### src/rtl/sysid_check_master.sv
// Avalon-MM read master: reads system ID (word 0) then build timestamp (word 1) and compares both against expected values.
// Latency: start to done = 3 cycles with a zero-wait slave; stalls and READ_LATENCY add cycles. Backpressure: waitrequest holds the request, bounded by TIMEOUT_CYCLES.
module sysid_check_master #(
    parameter logic [31:0] EXPECTED_ID    = 32'h0000_0000,
    parameter logic [31:0] EXPECTED_TS    = 32'd1455550170,
    parameter int          READ_LATENCY   = 0,
    parameter int          TIMEOUT_CYCLES = 255
) (
    input  logic        clock,
    input  logic        reset_n,
    input  logic        start,
    output logic        avm_address,
    output logic        avm_read,
    input  logic        avm_waitrequest,
    input  logic [31:0] avm_readdata,
    output logic        busy,
    output logic        done,
    output logic        pass,
    output logic        id_ok,
    output logic        ts_ok,
    output logic        timeout,
    output logic [31:0] id_value,
    output logic [31:0] ts_value
);

    typedef enum logic [2:0] {
        S_IDLE, S_REQ_ID, S_LAT_ID, S_REQ_TS, S_LAT_TS, S_FIN
    } state_t;

    localparam logic [15:0] TMO_LAST = 16'(TIMEOUT_CYCLES - 1);
    localparam logic [1:0]  LAT_LAST = 2'(READ_LATENCY - 1);

    state_t      state_q, state_d;
    logic        busy_q, busy_d;
    logic        pass_q, pass_d;
    logic        id_ok_q, id_ok_d;
    logic        ts_ok_q, ts_ok_d;
    logic        timeout_q, timeout_d;
    logic [31:0] id_value_q, id_value_d;
    logic [31:0] ts_value_q, ts_value_d;
    logic [1:0]  lat_cnt_q, lat_cnt_d;
    logic [15:0] tmo_cnt_q, tmo_cnt_d;
    logic        capture_id, capture_ts;
    logic        accept, stalled;

    assign avm_read    = (state_q == S_REQ_ID) || (state_q == S_REQ_TS);
    assign avm_address = (state_q == S_REQ_TS);
    assign done        = (state_q == S_FIN);
    assign accept      = avm_read && !avm_waitrequest;
    assign stalled     = avm_read && avm_waitrequest;

    assign busy     = busy_q;
    assign pass     = pass_q;
    assign id_ok    = id_ok_q;
    assign ts_ok    = ts_ok_q;
    assign timeout  = timeout_q;
    assign id_value = id_value_q;
    assign ts_value = ts_value_q;

    always_comb begin
        state_d    = state_q;
        busy_d     = busy_q;
        pass_d     = pass_q;
        id_ok_d    = id_ok_q;
        ts_ok_d    = ts_ok_q;
        timeout_d  = timeout_q;
        id_value_d = id_value_q;
        ts_value_d = ts_value_q;
        lat_cnt_d  = lat_cnt_q;
        tmo_cnt_d  = tmo_cnt_q;
        capture_id = 1'b0;
        capture_ts = 1'b0;

        case (state_q)
            S_IDLE: begin
                if (start) begin
                    state_d    = S_REQ_ID;
                    busy_d     = 1'b1;
                    pass_d     = 1'b0;
                    id_ok_d    = 1'b0;
                    ts_ok_d    = 1'b0;
                    timeout_d  = 1'b0;
                    id_value_d = '0;
                    ts_value_d = '0;
                    tmo_cnt_d  = '0;
                end
            end
            S_REQ_ID: begin
                if (accept) begin
                    if (READ_LATENCY == 0) begin
                        capture_id = 1'b1;
                        state_d    = S_REQ_TS;
                        tmo_cnt_d  = '0;
                    end else begin
                        state_d   = S_LAT_ID;
                        lat_cnt_d = '0;
                    end
                end else if (stalled) begin
                    if (tmo_cnt_q == TMO_LAST) begin
                        timeout_d = 1'b1;
                        state_d   = S_FIN;
                    end else begin
                        tmo_cnt_d = tmo_cnt_q + 16'd1;
                    end
                end
            end
            S_LAT_ID: begin
                if (lat_cnt_q == LAT_LAST) begin
                    capture_id = 1'b1;
                    state_d    = S_REQ_TS;
                    tmo_cnt_d  = '0;
                end else begin
                    lat_cnt_d = lat_cnt_q + 2'd1;
                end
            end
            S_REQ_TS: begin
                if (accept) begin
                    if (READ_LATENCY == 0) begin
                        capture_ts = 1'b1;
                        state_d    = S_FIN;
                    end else begin
                        state_d   = S_LAT_TS;
                        lat_cnt_d = '0;
                    end
                end else if (stalled) begin
                    if (tmo_cnt_q == TMO_LAST) begin
                        timeout_d = 1'b1;
                        state_d   = S_FIN;
                    end else begin
                        tmo_cnt_d = tmo_cnt_q + 16'd1;
                    end
                end
            end
            S_LAT_TS: begin
                if (lat_cnt_q == LAT_LAST) begin
                    capture_ts = 1'b1;
                    state_d    = S_FIN;
                end else begin
                    lat_cnt_d = lat_cnt_q + 2'd1;
                end
            end
            S_FIN: begin
                state_d = S_IDLE;
                busy_d  = 1'b0;
            end
            default: state_d = S_IDLE;
        endcase

        // Compare flags load at the same edge as the captured word.
        if (capture_id) begin
            id_value_d = avm_readdata;
            id_ok_d    = (avm_readdata == EXPECTED_ID);
        end
        if (capture_ts) begin
            ts_value_d = avm_readdata;
            ts_ok_d    = (avm_readdata == EXPECTED_TS);
        end

        // pass uses next-state flags so it is valid during the done cycle.
        if ((state_d == S_FIN) && (state_q != S_FIN)) begin
            pass_d = id_ok_d & ts_ok_d & ~timeout_d;
        end
    end

    always_ff @(posedge clock) begin
        if (!reset_n) begin
            state_q    <= S_IDLE;
            busy_q     <= 1'b0;
            pass_q     <= 1'b0;
            id_ok_q    <= 1'b0;
            ts_ok_q    <= 1'b0;
            timeout_q  <= 1'b0;
            id_value_q <= '0;
            ts_value_q <= '0;
            lat_cnt_q  <= '0;
            tmo_cnt_q  <= '0;
        end else begin
            state_q    <= state_d;
            busy_q     <= busy_d;
            pass_q     <= pass_d;
            id_ok_q    <= id_ok_d;
            ts_ok_q    <= ts_ok_d;
            timeout_q  <= timeout_d;
            id_value_q <= id_value_d;
            ts_value_q <= ts_value_d;
            lat_cnt_q  <= lat_cnt_d;
            tmo_cnt_q  <= tmo_cnt_d;
        end
    end

endmodule

### config.mk
export PLATFORM = sky130hd
export DESIGN_NAME = sysid_check_master
export DESIGN_NICKNAME = d
export VERILOG_FILES = /design/src/rtl/sysid_check_master.sv
export SDC_FILE = /design/constraint.sdc
export NUM_CORES = 1
export LEC_CHECK = 0
export BUFFER_PORTS_ARGS = -buffer_cell sky130_fd_sc_hd__buf_2
export CAP_MARGIN = 40
export CORE_UTILIZATION = 40
export DETAILED_ROUTE_END_ITERATION = 12
export MAX_ROUTING_LAYER = met4
export PLACE_DENSITY = 0.73
export SLEW_MARGIN = 40
export SYNTH_ARGS = -nofsm -noshare
export SYNTH_HDL_FRONTEND = slang
export SYNTH_SLANG_ARGS = --single-unit
### constraint.sdc
create_clock -name clock -period 2.2 [get_ports clock]
set_clock_uncertainty 0.15 [all_clocks]
set_input_delay 0.33 -clock clock [delete_from_list [all_inputs] [get_ports clock]]
set_output_delay 0.33 -clock clock [all_outputs]
set_load 0.02 [all_outputs]
==> run metrics, run 1 <==
Hold Crit Depth 3; Post-DP HPWL just under 8 mm; Die ar. 10,300 µm²; Psw 910 µW; global-route wire length before repair between 15 and 20 mm; Slew Limit Fails 0; placed cell areas between 4000 and 5000 µm²; multiplexer area fraction after synthesis 0.00505; Static Leak about 0.0019 µW; Initial Util 0.421; worst slack, placed approximately 0.027 ns; final setup fails 0; DRC viols 0; total number of vias between 3k and 4k; Fin. Hold Viols 0; WL final ~11 mm; IO Count around 110; Max-Cap Viols 0; RSZ-0062 raised after global routing false; Startpoint Class flop; clock tree buffer depth 2; largest area contributor in the netlist dfxtp_1; area grow syn2layout 23.0%; CTS tree yes; top cells by area, synth dfxtp_1 45%, a21boi_1 12%, nand3_1 8.8%; Syn Inst Count 457; final worst slack between 0.15 and 0.2 ns; largest family of logic cells by synthesized area simple AND/OR/NAND/NOR gates; Mapped Area a little under 4000 µm²; total grt overflow 0; worst path required time about 1.7 ns; worst endpoint data arrival time roughly 1.6 ns; Via-to-Cell Ratio around 5.3; final setup TNS 0 ns; Adder-Cell Fraction of Synth Area 0.00948; vias in the first global route 3,429; Switching Fraction 0.286; Tmin final just over 2 ns; DRT Pass-1 Iters 4; antenna cells 0; Yosys cell types 48; Critical Path Fanout Max 8; number of CTS-inserted buffers 9; # rows 35; largest net degree at the start of global routing 53; part of the cycle the worst path needs 0.924; internal power around 2300 µW; Power Dens Cells between 600 and 700 nW/µm²; Post-Synth XOR/XNOR Area 0.0332; outcome finished clean; Final Power 3180 µW; clock root buffer clkbuf_8; Post-Syn Nets around 500; Post-DRT Antenna Nets 0; Crit. End Element output pin; Post-Syn Area per Cell ~8.7 µm²; htree depth 3; Die Ht between 100 and 150 µm; top cell type's share of synthesized area 0.455; Compound-Gate Fraction of Synth Area 0.168; nets@finish roughly 600; die width 102 µm; Peak VDD IR roughly 0.33 mV; Total GRT Usage 0.220; post-synthesis sequential area ratio 0.455; Post-synth EDFFs 0; core area about 9400 µm²; HP Class input port to flop; initial DRC count 190; simple-gate portion of the synthesized area 0.281; WL/cell 15.4 µm; Synth Flop Type dfxtp_1; CTS Sinks 90; Rel. slew slack 0.729; CTS clk-pin slew, worst paths ~0.10 ns; initial antenna violation count 0; Final Wtd Congestion a little under 0.9; # fillers approximately 900; post-synthesis async set-or-reset flop share 0; Clock Latency Late Sink ~0.36 ns; PortBufs between 100 and 150; FF-to-FF path depth 7; layout cells sized above 1 0.275; power share of the clock group 0.350; Finished Core Util 0.517; Seq pwr share 0.530; #FFs+latches synth 90; Setup CP Type flop to output pin; post-route cell area slightly below 5000 µm²; Fmax achieved between 400 and 500 MHz; Worst-Margin Slew between 0.4 and 0.5 ns; total number of yosys warnings 0; Comb pwr share 0.120
==> flip-flops by register name, summed over array words and instances, names as in the netlist <==
signal,cells
id_ok,1
state_q,3
pass,1
ts_ok,1
busy,1
tmo_cnt_q,16
lat_cnt_q,2
id_value,32
ts_value,32
timeout,1
==> final cells by class <==
type	instances	area [µm²]	area share
flip-flops and latches	90	1800	0.370
repair buffers	126	716	0.147
clock inverters	6	56.3	0.0116
well taps	129	161	0.0331
inverters	6	22.5	0.00462
clock buffers	10	138	0.0283
multi-input cells	326	1970	0.405
==> placed cells by master, fill, tap and decap left out, drive strengths merged, types with 2 or more instances in the layout <==
master,count
nor3,7
nor4,16
dfxtp,90
a21oi,6
nor2,18
clkbuf,10
and4,3
inv,10
o21ai,4
xnor2,15
nor2b,9
nand2,70
nand4,9
nand3b,2
a211oi,2
nand3,71
ha,3
a21boi,65
o31ai,2
buf,126
nand2b,2
and2,5
or4b,2
mux2i,2
a21o,2
==> cell families (layout without fill, tap and decap cells) <==
kind of cell / count (synthesis) / count (layout)
AND/OR/NAND/NOR: 220 / 220
flip-flops: 90 / 90
AO/OA/AOI/OAI: 86 / 86
buffers and inverters: 41 / 148
XOR/XNOR: 15 / 15
adder cells (fa/ha/maj): 3 / 3
multiplexers: 2 / 2
==> stage by stage <==
stage / std cells / hold slack, ns
floorplan: 457 / 0.315
finish: 693 / 0.0662
global route: 693 / 0.0442
CTS: 693 / 0.0499
global placement: 677 / 0.298
detailed placement: 677 / 0.304
==> power groups by stage <==
stage          combinational (µW)  clock [µW]  sequential (µW)
2_1_floorplan                 194           0             1750
3_3_place_gp                  374           0             1720
3_5_place_dp                  381           0             1720
4_1_cts                       382        1150             1690
5_1_grt                       416        1220             1690
6_report                      382        1110             1690
==> timing repair <==
item                                    4_1_cts  5_1_grt
hold buffers                                  0        0
endpoints found under the setup margin        1        1
setup buffers                                 0        0
resized for setup                             1        1
==> metal layers <==
metal | share of wire | GRT usage
met5 | 0 | -
met4 | 0.026 | 0.0970
met3 | 0.060 | 0.0524
met2 | 0.47 | 0.329
met1 | 0.44 | 0.281
==> final timing paths <==
check	slack (ns)	start	endpoint
setup reg to reg	0.17	tmo_cnt_q[0]	tmo_cnt_q[11]
hold reg to reg	0.32	ts_value[27]	ts_value[27]
hold / removal	0.07	avm_readdata[20]	id_value[20]
setup / recovery	0.17	state_q[2]	done
==> critical path, stage by stage, from the launching register on <==
cell	delay, ns
dfxtp_2	0.42
buf_4	0.18
nor2b_2	0.25
and2_1	0.19
buf_2	0.17
==> cells in the mapped netlist, drive strengths merged, types with 5 or more instances <==
master,count
dfxtp,90
inv,6
a21oi,6
buf,13
xnor2,15
nand2,70
nor3,7
clkbuf,22
a21boi,65
nor2,18
nand4,9
nor4,16
nor2b,9
nand3,71
and2,5
Note: power is estimated with default switching activity, not from simulation.
==> inputs of run 2 (changes only) <==
- CORE_UTILIZATION: 40 -> 45
- PLACE_DENSITY: 0.73 -> 0.79
==> run metrics, run 2 (same netlist as run 1, synthesis figures left out) <==
htree depth 3 (unchanged); Die Ht 95.8 µm (-5.6%); Worst-Margin Slew 0.472 ns (+0.0657 ns); global-route wire length before repair 15.9 mm (-6.1%); antenna cells 0 (unchanged); CTS clk-pin slew, worst paths 0.10 ns (about the same); Critical Path Fanout Max 11 (+3); Hold Crit Depth 3 (unchanged); commonest cells after routing, fill and taps aside 107 x buf_2, 90 x dfxtp_1, 70 x nand2_1, 70 x nand3_1, 65 x a21boi_1; die width 95.8 µm (-5.6%); clock tree buffer depth 2 (unchanged); # fillers 751 (-16%); RSZ-0062 raised after global routing false; Static Leak 0.00194 µW (+0.13%); layout cells sized above 1 0.269 (-0.00566); commonest non-fill, non-tap cell in the layout buf_2; area grow syn2layout 22.4%; multi-input logic area 1970 µm² (unchanged); initial DRC count 230 (+21%); vias in the first global route 3,352 (-2.2%); PortBufs 107 (unchanged); worst endpoint data arrival time 2.10 ns (+0.55 ns); Total GRT Usage 0.234 (+0.0140); setup bufs post-CTS 0 (unchanged); Initial Util 0.473 (+0.0519); FF-to-FF setup slack 0.19 ns (+0.02 ns); RR Startpoint tmo_cnt_q[0]; # rows 33 (-5.7%); Post-DP HPWL 7.50 mm (-2.5%); Setup CP Type flop to flop; Storage cell area 1800 µm² (about the same); largest net degree at the start of global routing 50 (-5.7%); DRT Pass-1 Iters 5 (+1); part of the cycle the worst path needs 0.916 (-0.00859); Final Wtd Congestion 0.889 (+2.6%); Max-Cap Viols 0 (unchanged); number of CTS-inserted buffers 9 (unchanged); Tmin final 2.01 ns (-0.0189 ns); final worst slack 0.185 ns (+0.0189 ns); CTS Sinks 90 (unchanged); final setup TNS 0 ns (unchanged); hold buffers post-CTS 0 (unchanged); Rel. slew slack 0.685 (-0.0438); Slew Limit Fails 0 (unchanged); Post-DRT Antenna Nets 0 (unchanged); DRC viols 0 (unchanged); total number of vias 3,682 (-0.054%); clock root buffer clkbuf_8; WL final 10.5 mm (-1.2%); worst slack, placed 0.0631 ns (+0.0359 ns); HP Class input port to flop; FF-to-FF path depth 7 (unchanged); Power Dens Cells 692 nW/µm² (+5.9%); final setup fails 0 (unchanged); initial antenna violation count 0 (unchanged); Worst Hold Endpoint id_value[19]; Crit. End Element flop; Via-to-Cell Ratio 5.53 (+4.0%); Fin. Hold Viols 0 (unchanged); IO Count 108 (unchanged); R2R Path End tmo_cnt_q[8]; Peak VDD IR 0.493 mV (+51%); min-delay src avm_readdata[19]; Fmax achieved 496 MHz (+0.94%); nets@finish 595 (-0.50%); WL/cell 15.8 µm (+2.8%); Clock Latency Late Sink 0.35 ns (about the same); CTS tree yes; total grt overflow 0 (unchanged); outcome finished clean; Die ar. 9180 µm² (-11%); Startpoint Class flop; worst path required time 2.29 ns (+0.57 ns); core area 8380 µm² (-11%)
run 2: cell count changes in the layout (fill, tap and decap cells not counted), sizes merged:
cell,delta
bufinv,+2
clkbuf,+1
buf,-3
inv,-3
run 2: cell type report:
cell class | instances | area share
tap | 105 | 0.0271
clock buffer | 11 | 0.0312
clock inverter | 5 | 0.0176
inverter | 6 | 0.00465
timing repair buffer | 123 | 0.140
multi-input combinational | 326 | 0.407
sequential | 90 | 0.372
run 2: report_power, final:
group / switching [µW] / internal [µW]
Sequential: 19.6 / 1660
Combinational: 240 / 132
Clock: 590 / 708
run 2: what timing repair did:
| item | CTS | global route |
|---|---|---|
| setup endpoints to repair | 0 | 1 |
| gates resized for setup | 0 | 1 |
| hold endpoints to repair | 0 | 0 |
run 2: how the worst max path moves through the flow:
| stage | start | to | slack (ns) | depth (start not counted) |
|---|---|---|---|---|
| after CTS | state_q[2] | done | 0.09 | 4 |
| after floorplan | lat_cnt_q[0] | tmo_cnt_q[10] | 0.29 | 6 |
| after global placement | avm_readdata[7] | pass | 0.11 | 6 |
| after detailed placement | avm_readdata[16] | pass | 0.06 | 6 |
| final | tmo_cnt_q[0] | tmo_cnt_q[8] | 0.19 | 7 |
| after global routing | tmo_cnt_q[0] | tmo_cnt_q[8] | 0.004 | 7 |
run 2: routing by layer:
layer,part of all wire,vias to the layer above,wire (µm),global-route usage
li1,-,1791,-,-
met1,0.44,1755,4620,0.294
met2,0.48,119,5090,0.370
met3,0.055,17,574,0.0450
met4,0.022,0,229,0.0945
met5,0,-,0,-
run 2: per-stage QoR:
stage                     instances  area (µm²)   util  total power [µW]  hold WS [ns]
after floorplan                 457        3960      -              1950         0.315
after global placement          650        4610  0.550              2090         0.300
after detailed placement        650        4610  0.550              2090         0.304
after CTS                       666        4840  0.578              3370        0.0748
after global routing            666        4850  0.578              3470        0.0719
final                           666        4850  0.578              3350        0.0795
run 2: worst max-delay path, cell delays in order (launching register included):
cell and delay, ns:
dfxtp_1 0.40, inv_1 0.08, ha_1 0.19, and4b_1 0.18, and4_1 0.30, nor4bb_1 0.39, xnor2_1 0.16, nor2_1 0.05
==> inputs of run 3 (changes only) <==
- PLACE_DENSITY: 0.79 -> 0.81
==> run metrics, run 3 (same netlist as run 1, synthesis figures left out) <==
Post-DP HPWL 7.56 mm (+0.87%); final setup fails 0 (unchanged); CTS clk-pin slew, worst paths 0.11 ns (about the same); layout cells sized above 1 0.277 (+0.00822); Post-DRT Antenna Nets 0 (unchanged); Fmax achieved 483 MHz (-2.7%); antenna cells 0 (unchanged); Power Dens Cells 652 nW/µm² (-5.8%); part of the cycle the worst path needs 0.941 (+0.0251); worst endpoint data arrival time 2.17 ns (+0.07 ns); Fin. Hold Viols 0 (unchanged); Rel. slew slack 0.720 (+0.0348); commonest cells after routing, fill and taps aside 107 x buf_2, 90 x dfxtp_1, 70 x nand2_1, 70 x nand3_1, 65 x a21boi_1; Worst-Margin Slew 0.419 ns (-0.0530 ns); Die Ht 95.8 µm (unchanged); Via-to-Cell Ratio 5.51 (-0.42%); PortBufs 107 (unchanged); initial antenna violation count 0 (unchanged); critical path startpoint tmo_cnt_q[0]; IO Count 108 (unchanged); WL final 10.4 mm (-1.5%); htree depth 3 (unchanged); Total GRT Usage 0.235 (+0.000861); Crit. End Element flop; # fillers 727 (-3.2%); die width 95.8 µm (unchanged); total grt overflow 0 (unchanged); initial DRC count 145 (-37%); RSZ-0062 raised after global routing false; CTS Sinks 90 (unchanged); clock tree buffer depth 2 (unchanged); Slew Limit Fails 0 (unchanged); Static Leak 0.00193 µW (-0.40%); Max-Cap Viols 0 (unchanged); Startpoint Class flop; HP Class input port to flop; Initial Util 0.473 (unchanged); outcome finished clean; number of CTS-inserted buffers 9 (unchanged); core area 8380 µm² (unchanged); post-route cell area 4830 µm² (-0.26%); min-delay src avm_readdata[18]; Clock Latency Late Sink 0.35 ns (about the same); total number of vias 3,694 (+0.33%); nets@finish 600 (+0.84%); CTS tree yes; Tmin final 2.07 ns (+0.0551 ns); Final Wtd Congestion 0.886 (-0.37%); largest net degree at the start of global routing 44 (-12%); DRT Pass-1 Iters 4 (-1); Setup CP Type flop to flop; commonest non-fill, non-tap cell in the layout buf_2; RR Startpoint tmo_cnt_q[0]; worst path required time 2.30 ns (about the same); # rows 33 (unchanged); Critical Path Fanout Max 11 (unchanged); Die ar. 9180 µm² (unchanged); DRC viols 0 (unchanged); global-route wire length before repair 16.0 mm (+0.73%); placed cell areas 4630 µm² (+0.54%); final setup TNS 0 ns (unchanged); clock root buffer clkbuf_8; area grow syn2layout 22.0%; vias in the first global route 3,337 (-0.45%); Peak VDD IR 0.300 mV (-39%); WL/cell 15.4 µm (-2.2%)
==> run 3: cell type report <==
cell class | count | area [µm²] | area share
clock buffers | 9 | 124 | 0.0256
clock inverters | 7 | 68.8 | 0.0142
inverters | 6 | 22.5 | 0.00466
multi-input cells | 326 | 1980 | 0.410
flip-flops and latches | 90 | 1800 | 0.373
well taps | 105 | 131 | 0.0272
repair buffers | 128 | 706 | 0.146
==> run 3: routing by layer <==
layer  GRT usage  vias up  wire length, µm
met4      0.0995        0              204
met5           -        -                0
met2       0.377      109             5000
met1       0.288     1766             4570
met3      0.0466       13              584
li1            -     1806                -
==> run 3: timing repair <==
| action | 4_1_cts | 5_1_grt |
|---|---|---|
| resized for setup | 0 | 2 |
| buffers inserted | 0 | 0 |
| endpoints found under the setup margin | 0 | 2 |
| hold endpoints to repair | 0 | 0 |
| hold buffers | 0 | 0 |
==> run 3: power breakdown <==
part           internal [µW]  switching [µW]
registers               1660            21.5
clock network            440             651
logic                    137             239
==> run 3: stage by stage <==
step                worst slack [ns]  hold slack, ns  std cells  power, µW   util
global route                 0.00432          0.0515        671       3280  0.577
finish                         0.130          0.0569        671       3150  0.577
detailed placement            0.0404           0.304        655       2100  0.553
global placement              0.0534           0.298        655       2090  0.553
CTS                           0.0742          0.0449        671       3180  0.576
floorplan                      0.294           0.315        457       1950      -
==> run 3: final timing paths <==
check	cells past startpoint	slack [ns]	endpoint
max	7	0.13	tmo_cnt_q[8]
min	3	0.06	ts_value[18]
max reg2reg	7	0.13	tmo_cnt_q[8]
min reg2reg	2	0.32	id_value[26]
==> run 3: critical path, cell delays in order, from the launching register on <==
cell,delay [ns]
dfxtp_1,0.41
inv_1,0.08
ha_1,0.20
and4b_1,0.18
and4_1,0.31
nor4bb_1,0.41
xnor2_1,0.17
nor2_1,0.05
